`src/rtl/minesweeper_pkg.sv`:
```
// Shared constants and types for the minesweeper board logic.
package minesweeper_pkg;

    localparam int BOARD_W = 8;
    localparam int BOARD_H = 8;
    localparam int X_W     = $clog2(BOARD_W);
    localparam int Y_W     = $clog2(BOARD_H);

    localparam logic [1:0] CMD_NOP    = 2'd0;
    localparam logic [1:0] CMD_REVEAL = 2'd1;
    localparam logic [1:0] CMD_FLAG   = 2'd2;
    localparam logic [1:0] CMD_CHORD  = 2'd3;

    localparam logic [1:0] RSP_ISSUED   = 2'd0;
    localparam logic [1:0] RSP_DROP_END = 2'd1;
    localparam logic [1:0] RSP_DROP_NOP = 2'd2;

    typedef enum logic [1:0] {
        ST_IDLE   = 2'd0,
        ST_ISSUE  = 2'd1,
        ST_DROP   = 2'd2,
        ST_SETTLE = 2'd3
    } sched_state_e;

    // Response code for a command at accept time; a finished game wins over a NOP.
    function automatic logic [1:0] accept_code(input logic game_ended, input logic [1:0] cmd);
        if (game_ended) begin
            return RSP_DROP_END;
        end else if (cmd == CMD_NOP) begin
            return RSP_DROP_NOP;
        end else begin
            return RSP_ISSUED;
        end
    endfunction

endpackage

```
`src/rtl/rr_arbiter2.sv`:
```
// Two-requester round-robin arbiter; the pointer moves to the loser on each accept.
module rr_arbiter2 (
    input  logic clk,
    input  logic reset,
    input  logic req0,
    input  logic req1,
    input  logic advance,
    output logic gnt0,
    output logic gnt1
);

    logic rr;

    // A lone requester always wins; on contention the pointer picks the winner.
    assign gnt0 = req0 & (~req1 | ~rr);
    assign gnt1 = req1 & (~req0 | rr);

    // Pointer update: after an accept, favour the requester that was not granted.
    // NOTE: clocked state uses non-blocking assignments so every flop samples pre-edge values.
    always_ff @(posedge clk) begin
        if (reset) begin
            rr <= 1'b0;
        end else if (advance) begin
            rr <= gnt0;
        end
    end

endmodule

```
`src/rtl/minesweeper_cmd_sched.sv`:
```
// Command scheduler: arbitrates host/panel commands, issues them to the core,
// drops commands after game end or NOPs, and waits out the flood-fill settle time.
module minesweeper_cmd_sched
    import minesweeper_pkg::*;
#(
    parameter int SETTLE_CYCLES = 80,
    parameter int CNT_W         = 16
) (
    input  logic             clk,
    input  logic             reset,
    input  logic             h_valid,
    output logic             h_ready,
    input  logic [1:0]       h_cmd,
    input  logic [X_W-1:0]   h_x,
    input  logic [Y_W-1:0]   h_y,
    input  logic             p_valid,
    output logic             p_ready,
    input  logic [1:0]       p_cmd,
    input  logic [X_W-1:0]   p_x,
    input  logic [Y_W-1:0]   p_y,
    output logic             core_cmd_valid,
    output logic [1:0]       core_cmd,
    output logic [X_W-1:0]   core_x,
    output logic [Y_W-1:0]   core_y,
    input  logic             core_game_over,
    input  logic             core_win,
    output logic             rsp_valid,
    output logic             rsp_src,
    output logic [1:0]       rsp_code,
    output logic             busy,
    output logic [CNT_W-1:0] move_count
);

    localparam int SETTLE_W = (SETTLE_CYCLES > 0) ? $clog2(SETTLE_CYCLES + 1) : 1;
    localparam logic [SETTLE_W-1:0] SETTLE_LOAD =
        (SETTLE_CYCLES > 0) ? SETTLE_W'(SETTLE_CYCLES - 1) : '0;

    sched_state_e        state_q;
    sched_state_e        state_d;
    logic [SETTLE_W-1:0] settle_cnt;
    logic                gnt_h;
    logic                gnt_p;
    logic                accept;
    logic [1:0]          sel_cmd;
    logic [X_W-1:0]      sel_x;
    logic [Y_W-1:0]      sel_y;
    logic [1:0]          acc_code;

    rr_arbiter2 u_arb (
        .clk     (clk),
        .reset   (reset),
        .req0    (h_valid),
        .req1    (p_valid),
        .advance (accept),
        .gnt0    (gnt_h),
        .gnt1    (gnt_p)
    );

    // Ready is only offered while idle, so at most one side handshakes per cycle.
    assign h_ready  = (state_q == ST_IDLE) & gnt_h;
    assign p_ready  = (state_q == ST_IDLE) & gnt_p;
    assign accept   = (h_valid & h_ready) | (p_valid & p_ready);
    assign sel_cmd  = gnt_p ? p_cmd : h_cmd;
    assign sel_x    = gnt_p ? p_x   : h_x;
    assign sel_y    = gnt_p ? p_y   : h_y;
    assign acc_code = accept_code(core_game_over | core_win, sel_cmd);

    // Next-state logic for the scheduler FSM.
    // NOTE: state_d gets a default before the case so no path leaves it unassigned (no latch).
    always_comb begin
        state_d = state_q;
        unique case (state_q)
            ST_IDLE: begin
                if (accept) begin
                    state_d = (acc_code == RSP_ISSUED) ? ST_ISSUE : ST_DROP;
                end
            end
            ST_ISSUE:  state_d = (SETTLE_CYCLES == 0) ? ST_IDLE : ST_SETTLE;
            ST_DROP:   state_d = ST_IDLE;
            ST_SETTLE: begin
                if (settle_cnt == '0) begin
                    state_d = ST_IDLE;
                end
            end
            default:   state_d = ST_IDLE;
        endcase
    end

    // State register plus the registered pulse outputs derived from the next state.
    always_ff @(posedge clk) begin
        if (reset) begin
            state_q        <= ST_IDLE;
            busy           <= 1'b0;
            core_cmd_valid <= 1'b0;
            rsp_valid      <= 1'b0;
        end else begin
            state_q        <= state_d;
            busy           <= (state_d != ST_IDLE);
            core_cmd_valid <= (state_d == ST_ISSUE);
            rsp_valid      <= (state_d == ST_ISSUE) | (state_d == ST_DROP);
        end
    end

    // Holding registers: response source/code on every accept, core fields only when issuing.
    always_ff @(posedge clk) begin
        if (reset) begin
            rsp_src  <= 1'b0;
            rsp_code <= RSP_ISSUED;
            core_cmd <= CMD_NOP;
            core_x   <= '0;
            core_y   <= '0;
        end else if (accept) begin
            rsp_src  <= gnt_p;
            rsp_code <= acc_code;
            if (acc_code == RSP_ISSUED) begin
                core_cmd <= sel_cmd;
                core_x   <= sel_x;
                core_y   <= sel_y;
            end
        end
    end

    // Settle window: loaded as the command issues, counted down to zero while settling.
    always_ff @(posedge clk) begin
        if (reset) begin
            settle_cnt <= '0;
        end else if (state_q == ST_ISSUE) begin
            settle_cnt <= SETTLE_LOAD;
        end else if ((state_q == ST_SETTLE) && (settle_cnt != '0)) begin
            settle_cnt <= settle_cnt - 1'b1;
        end
    end

    // Issued-move counter, saturating at all-ones.
    always_ff @(posedge clk) begin
        if (reset) begin
            move_count <= '0;
        end else if ((state_q == ST_ISSUE) && (move_count != '1)) begin
            move_count <= move_count + 1'b1;
        end
    end

endmodule

```
`config.mk`:
```
export PLATFORM = sky130hd
export DESIGN_NAME = minesweeper_cmd_sched
export DESIGN_NICKNAME = d
export VERILOG_FILES = /design/src/rtl/minesweeper_pkg.sv /design/src/rtl/rr_arbiter2.sv /design/src/rtl/minesweeper_cmd_sched.sv
export SDC_FILE = /design/constraint.sdc
export NUM_CORES = 1
export LEC_CHECK = 0
export CORE_ASPECT_RATIO = 0.8
export CORE_MARGIN = 4
export CORE_UTILIZATION = 48
export CTS_CLUSTER_SIZE = 20
export DETAILED_ROUTE_END_ITERATION = 8
export PLACE_DENSITY = 0.79
export SYNTH_ARGS = -nofsm -noshare
export SYNTH_HDL_FRONTEND = slang
export SYNTH_SLANG_ARGS = --single-unit
```
`constraint.sdc`:
```
create_clock -name clk -period 3 [get_ports clk]
set_input_delay 0.45 -clock clk [delete_from_list [all_inputs] [get_ports clk]]
set_output_delay 0.45 -clock clk [all_outputs]
set_load 0.01 [all_outputs]
```
* Word-level counts from Yosys, hierarchy flattened
Index checks and enable logic that the tools add are counted.
W data, S select, Z words.
** Operators by class
- Add/sub/neg operators :: 2
- Equal/unequal tests :: 6
- Mux-type cells :: 11
- Bitwise operators :: 14
- Reductions and logical operators :: 11
** Operators with widths (number)
- $add A16 B1 Y16 const B :: 1
- $ne A16 B16 Y1 const B :: 1
- $mux W7 :: 2
- $mux W2 :: 6
- $pmux W2 S4 :: 1
- $logic_not A7 Y1 :: 1
- $reduce_bool A7 Y1 :: 1
- $sub A7 B1 Y7 const B :: 1
- $and A1 B1 Y1 :: 6
- $eq A2 B2 Y1 const B :: 3
- $logic_not A2 Y1 :: 3
- $mux W3 :: 2
- $or A1 B1 Y1 :: 5
- $eq A2 B1 Y1 const B :: 2
- $reduce_bool A2 Y1 :: 2
- $not A1 Y1 :: 3
- $logic_and A1 B1 Y1 :: 2
- $reduce_and A2 Y1 :: 1
- $reduce_or A2 Y1 :: 1
** Storage, ports and cells
- Bits in registers :: 40
- Input bits :: 22
- Word-level logic and storage cells :: 57

* Longest topological paths before layout
Gate-level depths: netlist of the first run.
- Word-level depth :: 13
- Mapped depth :: 8
- Depth with buffers taken out :: 8

* By module
A second synthesis of the first run with hierarchy kept.
** Unflattened totals
- Cells, all modules :: 241
- Area total of the unflattened synthesis :: 2058.2 µm²
** Modules (own cells, without submodules)
- minesweeper_cmd_sched :: instances 1, cells an instance 234, area each 1990.7 µm², sequential area each 780.7 µm²
- rr_arbiter2 :: instances 1, cells an instance 7, area each 67.6 µm², sequential area each 20.0 µm²

* Least setup slack after synthesis of the first run
Ideal clock, no wire load.
- Path type :: flip-flop to flip-flop
- Start point :: register settle_cnt[0]
- End point :: register rsp_valid
- Library setup time :: 0.066 ns
- Arrival time :: 2.009 ns
- Required time :: 2.934 ns
- Setup slack :: 0.924 ns
- Stages on the path, launching flop included :: 9
- Path buffers :: 0
- Period minus slack after synthesis :: 2.076 ns
- Cell sequence :: dfxtp_1 -> inv_1 -> ha_1 -> or3b_2 -> or3_4 -> o21ai_4 -> and2_1 -> ha_1 -> nor2_1
** On the way
- Longest elaborated chain between the ends :: 5
- Elaborated cells between the ends (all ways) :: 6
** Ends and longest elaborated chain
- start, declared :: RTL line minesweeper_cmd_sched.sv:40 : logic [SETTLE_W-1:0] settle_cnt;
- start signal, assigned :: RTL line minesweeper_cmd_sched.sv:130 : settle_cnt <= settle_cnt - 1'b1;
- $logic_not A7 Y1 (*) :: RTL line minesweeper_cmd_sched.sv:81 : if (settle_cnt == '0) begin
- $mux W2 (*) :: RTL line minesweeper_cmd_sched.sv:81
- $pmux W2 S4 (*) :: RTL line minesweeper_cmd_sched.sv:72 : unique case (state_q)
- $eq A2 B1 Y1 or $eq A2 B2 Y1 (tied branches) :: RTL line minesweeper_cmd_sched.sv:100 : rsp_valid <= (state_d == ST_ISSUE) | (state_d == ST_DROP);
- $or A1 B1 Y1 (*) :: RTL line minesweeper_cmd_sched.sv:100
- end signal, assigned :: RTL line minesweeper_cmd_sched.sv:100
- end, declared :: RTL line minesweeper_cmd_sched.sv:27 : output logic rsp_valid,
Mark *: on every way between the ends. The rest lies on a longest branch, timed or not.
A chain may end at the register's enable or synchronous reset.

* Final worst setup path of the first run
- Start point :: input port h_valid
- End point :: output port p_ready
** On the way
- Longest elaborated chain between the ends :: 4
** Ends and longest elaborated chain
- start, declared :: RTL line minesweeper_cmd_sched.sv:11 : input logic h_valid,
- $not A1 Y1 :: RTL line rr_arbiter2.sv:16 : assign gnt1 = req1 & (~req0 | rr);
- $or A1 B1 Y1 :: RTL line rr_arbiter2.sv:16
- $and A1 B1 Y1 :: RTL line rr_arbiter2.sv:16
- $and A1 B1 Y1 :: RTL line minesweeper_cmd_sched.sv:61 : assign p_ready = (state_q == ST_IDLE) & gnt_p;
- end, declared :: RTL line minesweeper_cmd_sched.sv:17 : output logic p_ready,
No other way between the ends.

==> metrics, run 1 <==
status=completed; f_max=0.419 GHz; Fin. Hold Viols=0; Peak VDD IR=0.000258 V; Port Buffer Count=53; dpl ws=0.580 ns; initial antenna violation count=0; vias in the first global route=1799; Vias=approximately 1900; Yosys reg bits=40; final setup violation count=0; first-pass GRT wire length=roughly 8200 um; clock sink total=40; min-delay worst type=reg -> reg; DRC Markers=0; logic gate share of total power=0.183; r2r worst-path depth=8; Internal Power=approximately 0.00085 W; switch share=0.259; Max Slew Vio Count=0; GRT Util Overall=0.190; nature of the critical path endpoint=primary output; register area share after synthesis=0.380; worst hold path cell count=2; worst reg2reg path endpoint=rsp_valid$_SDFF_PP0_; setup slack, reg-to-reg=0.78 ns; fin crit period=roughly 2.4 ns; final setup TNS=0 ns; synthesized area per cell=about 8.6 um^2; Synth Instances=roughly 250; pin count of the biggest net entering global routing=34; Worst Skew=0.00368 ns; final period utilization=0.796; Net Switching=0.000298 W; placer congestion estimate=0.816; final worst setup slack=slightly above 0.6 ns; hold wc startpoint=core_cmd[0]$_SDFFE_PP0P_; Slew @ Worst Pin=0.770 ns; Post-CTS Resized=0; net count after synthesis=271; Die Area=5520 um^2; vias per cell=~5.5; share of cells above drive strength 1=0.0777; worst path cell trace=clkdlybuf4s50_1 -> nand2b_1 -> and3_1 -> clkdlybuf4s50_1; 1st-iter DRT viols=between 90 and 100; Die Width=between 80 and 90 um; Fillers=372; Die Ht=about 67 um; Core Box Area=approximately 4200 um^2; RSZ-0062 raised after global routing=false; hold endpoint=core_cmd[0]$_SDFFE_PP0P_; Initial Util=0.501; warnings from Yosys=0; post-synthesis cell area=roughly 2100 um^2; TritonCTS Buffers=5; CP max stage cell=clkdlybuf4s50_1; Congestion Overflow GR=0; critical path data required time=2.55 ns; Clk Latency, worst-skew pair=0.29 ns; wire length per cell=roughly 13 um; Worst-path clk slew=0.07 ns; reg2reg start=settle_cnt[0]$_SDFFE_PP0P_; area delta synth->final=31.1%; Arr. time, crit path=1.94 ns; Post-synth EDFFs=0; Worst slew margin=0.483; Post-synth ARST share=0; Distinct cells, synth=53; Worst setup SP type=primary input; commonest non-fill, non-tap cell in the layout=clkdlybuf4s50_1; CP Max Fanout=6; Setup Crit Path Kind=in -> out; # H-tree levels=2; worst stage delay on the critical path=between 0.5 and 0.6 ns; row count=21; ys flop type=dfxtp_1; Post-CTS Setup Repair Bufs=0; sequential group share of total power=0.499; Post-DP HPWL=roughly 3300 um; maxcap violations=0; Final Core Density=0.657; most used cell, CP=clkdlybuf4s50_1; fin nets=321; first-pass detailed-route iteration total=4; Clk network pwr share=0.318; PD cells=417 nW/um^2; most frequent cells in the layout=clkdlybuf4s50_1 (53), dfxtp_1 (40), nand2_1 (22); Routed Wire Length=approximately 4700 um; Hold-fix buffers, CTS=0; CTS root buf=clkbuf_8; Ports=54; Pleak=1.07 nW; clock buffer depth=2; CTS tree=yes; Antenna Cells=0; antenna viol nets, final=0
per-stage QoR:
step | hold slack [ns] | total power, W | cells | instance area (um^2)
floorplan | 0.462 | 0.000708 | 245 | 2110
global placement | 0.439 | 0.000795 | 345 | 2670
detailed placement | 0.449 | 0.000798 | 345 | 2670
CTS | 0.459 | 0.00117 | 353 | 2760
global route | 0.496 | 0.00121 | 353 | 2760
finish | 0.456 | 0.00115 | 353 | 2760
power groups by stage:
stage / Combinational [W] / Clock [W] / Sequential, W
final: 0.000211 / 0.000366 / 0.000574
after global routing: 0.000234 / 0.000396 / 0.000579
after CTS: 0.000212 / 0.000380 / 0.000574
after detailed placement: 0.000212 / 0 / 0.000586
after global placement: 0.000208 / 0 / 0.000587
after floorplan: 0.000121 / 0 / 0.000588
kinds of logic (layout without fill, tap and decap cells):
group / Yosys count / in the layout / share of synthesized area
xor gates and xnor gates: 1 / 1 / 0.00416
adders and majority gates: 4 / 4 / 0.0238
and+or+nand+nor: 107 / 107 / 0.284
muxes: 13 / 13 / 0.0647
buffers and inverters: 20 / 71 / 0.0422
AOI/OAI and AO/OA: 60 / 60 / 0.201
DFF: 40 / 40 / 0.380
cell usage after synthesis, drive strengths merged, types with 6 or more instances:
| master | count | share of area |
|---|---|---|
| dfxtp | 40 | 0.38 |
| nand2 | 22 | 0.039 |
| nor2 | 19 | 0.035 |
| a21oi | 14 | 0.033 |
| o21ai | 13 | 0.036 |
| nand3 | 11 | 0.026 |
| and3 | 10 | 0.030 |
| clkbuf | 9 | 0.016 |
| mux2i | 8 | 0.038 |
| a21boi | 6 | 0.021 |
| inv | 6 | 0.011 |
| nor2b | 6 | 0.018 |
| nor4 | 6 | 0.025 |
| or3 | 6 | 0.020 |
worst max path at each step:
stage,from,endpoint,slack (ns),cells after the start
final,h_valid,p_ready,0.61,4
after global routing,h_valid,p_ready,0.58,4
after CTS,h_valid,p_ready,0.64,4
after detailed placement,h_valid,rsp_valid$_SDFF_PP0_,0.58,7
after global placement,h_valid,rsp_valid$_SDFF_PP0_,0.68,7
after floorplan,settle_cnt[0]$_SDFFE_PP0P_,rsp_valid$_SDFF_PP0_,0.92,8
critical path: cells and delay by family:
kind                   cells  cell delay, ns
buffers and inverters      2            1.05
AND/OR/NAND/NOR            2            0.44
area by class of cell:
class	count	area (um^2)	share of cell area
well taps	57	71.3	0.0258
multi-input cells	185	1220	0.441
inverters	6	22.5	0.00815
flip-flops and latches	40	801	0.290
repair buffers	57	561	0.203
clock buffers	8	90.1	0.0326
registers in the layout, indices dropped and copies added (netlist names), 2 cells and up:
register    flops
move_count     16
core_cmd        2
settle_cnt      7
core_x          3
core_y          3
state_q         2
rsp_code        2
metal layers:
layer  track usage  vias to the layer above  part of all wire  wire [um]
met5             0                        -                 0          0
met4        0.0436                        0            0.0082         39
met3        0.0600                        4             0.046        217
met2         0.297                       37              0.45       2130
met1         0.255                      903              0.50       2350
li1              -                      993                 -          -
(Power assumes the default switching activity.)
==> run 2, diff against run 1 <==
--- a/config.mk
+++ b/config.mk
@@ -7,10 +7,10 @@
 export LEC_CHECK = 0
 export CORE_ASPECT_RATIO = 0.8
 export CORE_MARGIN = 4
-export CORE_UTILIZATION = 48
+export CORE_UTILIZATION = 44
 export CTS_CLUSTER_SIZE = 20
 export DETAILED_ROUTE_END_ITERATION = 8
-export PLACE_DENSITY = 0.79
+export PLACE_DENSITY = 0.76
 export SYNTH_ARGS = -nofsm -noshare
 export SYNTH_HDL_FRONTEND = slang
 export SYNTH_SLANG_ARGS = --single-unit
==> constraint.sdc (replaced) <==
create_clock -name clk -period 1.97 [get_ports clk]
set_input_delay 0.2955 -clock clk [delete_from_list [all_inputs] [get_ports clk]]
set_output_delay 0.2955 -clock clk [all_outputs]
set_load 0.01 [all_outputs]
==> run 2 against run 1 <==
Compared with the run above: first-iteration DRC count is 57% higher; wire length is 12% higher; clock power is 57% higher; utilization is 0.31 points lower; via count is 5.5% higher; critical path depth is 4 higher; count of clock-buffer cells in the layout is 2 lower; clock skew is 0.0034 ns higher; sequential share of layout area is 2.3 points lower; largest cell class unchanged.
==> metrics, run 2 (synthesis results as in run 1) <==
setup slack, reg-to-reg=0.04 ns (-0.74 ns); Ports=54 (unchanged); Net Switching=0.000497 W (+67%); commonest non-fill, non-tap cell in the layout=clkdlybuf4s50_1; Fin. Hold Viols=0 (unchanged); switch share=0.270 (+0.0110); reg2reg start=settle_cnt[0]$_SDFFE_PP0P_; Die Ht=69.9 um (+3.9%); Vias=2044 (+5.5%); TritonCTS Buffers=5 (unchanged); most flop-heavy register=move_count; f_max=0.517 GHz; fin nets=346 (+7.8%); CTS root buf=clkbuf_8; 1st-iter DRT viols=155 (+57%); clock sink total=40 (unchanged); hold wc startpoint=core_cmd[0]$_SDFFE_PP0P_; r2r worst-path depth=8 (unchanged); wire length per cell=13.9 um (+4.0%); max reg flops=16 (unchanged); Fillers=381 (+2.4%); Hold-fix buffers, CTS=0 (unchanged); RSZ-0062 raised after global routing=true; Core Box Area=4600 um^2 (+9.3%); status=completed; first-pass detailed-route iteration total=4 (unchanged); Post-DP HPWL=3930 um (+17%); maxcap violations=0 (unchanged); Setup Crit Path Kind=reg -> reg; placer congestion estimate=0.863 (+5.8%); Slew @ Worst Pin=0.657 ns (-0.113 ns); antenna viol nets, final=0 (unchanged); Initial Util=0.458 (-0.0428); worst hold path cell count=2 (unchanged); # H-tree levels=2 (unchanged); met1 usage=0.256 (+0.00112); Worst slew margin=0.561 (+0.0787); min-delay worst type=reg -> reg; worst reg2reg path endpoint=rsp_valid$_SDFF_PP0_; PD cells=613 nW/um^2 (+47%); Worst-path clk slew=0.08 ns (about the same); Arr. time, crit path=2.18 ns (+0.24 ns); logic gate share of total power=0.215 (+0.032); GR Layer Usage met2=0.294 (-0.00341); final setup TNS=0 ns (unchanged); Worst Skew=0.00705 ns (+0.00337 ns); Die Width=85.4 um (+4.0%); Peak VDD IR=0.000325 V (+26%); CP Max Fanout=4 (-2); Congestion Overflow GR=0 (unchanged); Internal Power=0.00135 W (+58%); DRC Markers=0 (unchanged); most used routing layer=met2; share of cells above drive strength 1=0.184 (+0.106); Clk Latency, worst-skew pair=0.29 ns (about the same); grt met3 use=0.0425 (-0.0175); clock buffer depth=2 (unchanged); initial antenna violation count=0 (unchanged); vias per cell=5.36 (-2.2%); GRT Util Overall=0.185 (-0.00430); CTS tree=yes; placed cells=371 (+7.5%); Routed Wire Length=5310 um (+12%); nature of the critical path endpoint=flop; Antenna Cells=0 (unchanged); area delta synth->final=42.7%; Pleak=1.21 nW (+13%); hold endpoint=core_cmd[0]$_SDFFE_PP0P_; vias in the first global route=1950 (+8.4%); Port Buffer Count=53 (unchanged); fin crit period=1.93 ns; first-pass GRT wire length=9100 um (+12%); row count=22 (+4.8%); top flop regs=move_count: 16 flops, settle_cnt: 7 flops; sequential group share of total power=0.474 (-0.025); Clk network pwr share=0.311 (-0.007); critical path data required time=2.21 ns (-0.34 ns); Max Slew Vio Count=0 (unchanged); Finished Layout Cells=381 (+7.9%); final period utilization=0.981; pin count of the biggest net entering global routing=23 (-32%); final setup violation count=0 (unchanged); most frequent cells in the layout=clkdlybuf4s50_1 (51), dfxtp_1 (39), buf_4 (29); Worst setup SP type=flop; Die Area=5970 um^2 (+8.1%)
[run 2: cell types whose count changed in the layout (fill, tap and decap cells not counted), sizes merged]
| cell | delta |
|---|---|
| clkbuf | -2 |
| dlymetal6s2s | +1 |
| clkdlybuf4s50 | -2 |
| clkinvlp | +2 |
| buf | +25 |
| dlygate4sd2 | +1 |
[run 2: how the worst max path moves through the flow]
stage	to	start	slack, ns	cells past startpoint
3_3_place_gp	rsp_valid$_SDFF_PP0_	h_valid	-0.02	7
4_1_cts	p_ready	state_q[1]$_SDFF_PP0_	-0.02	3
5_1_grt	rsp_valid$_SDFF_PP0_	settle_cnt[0]$_SDFFE_PP0P_	-0.05	8
3_5_place_dp	rsp_valid$_SDFF_PP0_	h_valid	-0.13	7
6_report	rsp_valid$_SDFF_PP0_	settle_cnt[0]$_SDFFE_PP0P_	0.04	8
2_1_floorplan	rsp_valid$_SDFF_PP0_	settle_cnt[1]$_SDFFE_PP0P_	0.004	8
[run 2: area by class of cell]
type                            instances  area (um^2)  area share
Multi-Input combinational cell        185         1260       0.419
Clock inverter                          2         15.0     0.00499
Tap cell                               60         75.1      0.0250
Inverter                                6         22.5     0.00749
Timing Repair Buffer                   82          749       0.249
Clock buffer                            6         82.6      0.0275
Sequential cell                        40          802       0.267
[run 2: timing repair]
item | 4_1_cts | 5_1_grt
endpoints found under the setup margin | 5 | 4
cloned | 0 | 0
buffers inserted | 1 | 1
gates resized for setup | 4 | 3
pin swaps | 3 | 1
[run 2: power groups by stage]
stage	registers (W)	clock network, W	logic [W]
after floorplan	0.000896	0	0.000197
after global placement	0.000890	0	0.000370
after detailed placement	0.000890	0	0.000379
after CTS	0.000873	0.000587	0.000387
after global routing	0.000879	0.000626	0.000432
final	0.000873	0.000574	0.000395
[run 2: critical path: stages (launching register included)]
cell and delay [ns]:
dfxtp_2 0.33, inv_2 0.07, ha_4 0.14, or3b_4 0.37, or3_4 0.35, o21ai_4 0.17
and2_4 0.19, ha_4 0.19, nor2_2 0.06
[run 2: routing by layer]
layer / up-vias / wire, um / part of all wire
met5: - / 0 / 0
met4: 0 / 47 / 0.0088
met3: 5 / 173 / 0.033
met2: 33 / 2510 / 0.47
met1: 960 / 2590 / 0.49
li1: 1046 / - / -
[run 2: through the flow]
| step | power [W] | setup slack, ns | hold WS, ns | utilization | area (um^2) |
|---|---|---|---|---|---|
| 3_5_place_dp | 0.00127 | -0.132 | 0.454 | 0.625 | 2870 |
| 2_1_floorplan | 0.00109 | 0.00423 | 0.444 | - | 2130 |
| 6_report | 0.00184 | 0.0366 | 0.459 | 0.654 | 3010 |
| 5_1_grt | 0.00194 | -0.0479 | 0.485 | 0.654 | 3010 |
| 3_3_place_gp | 0.00126 | -0.0239 | 0.437 | 0.625 | 2870 |
| 4_1_cts | 0.00185 | -0.0157 | 0.465 | 0.651 | 2990 |
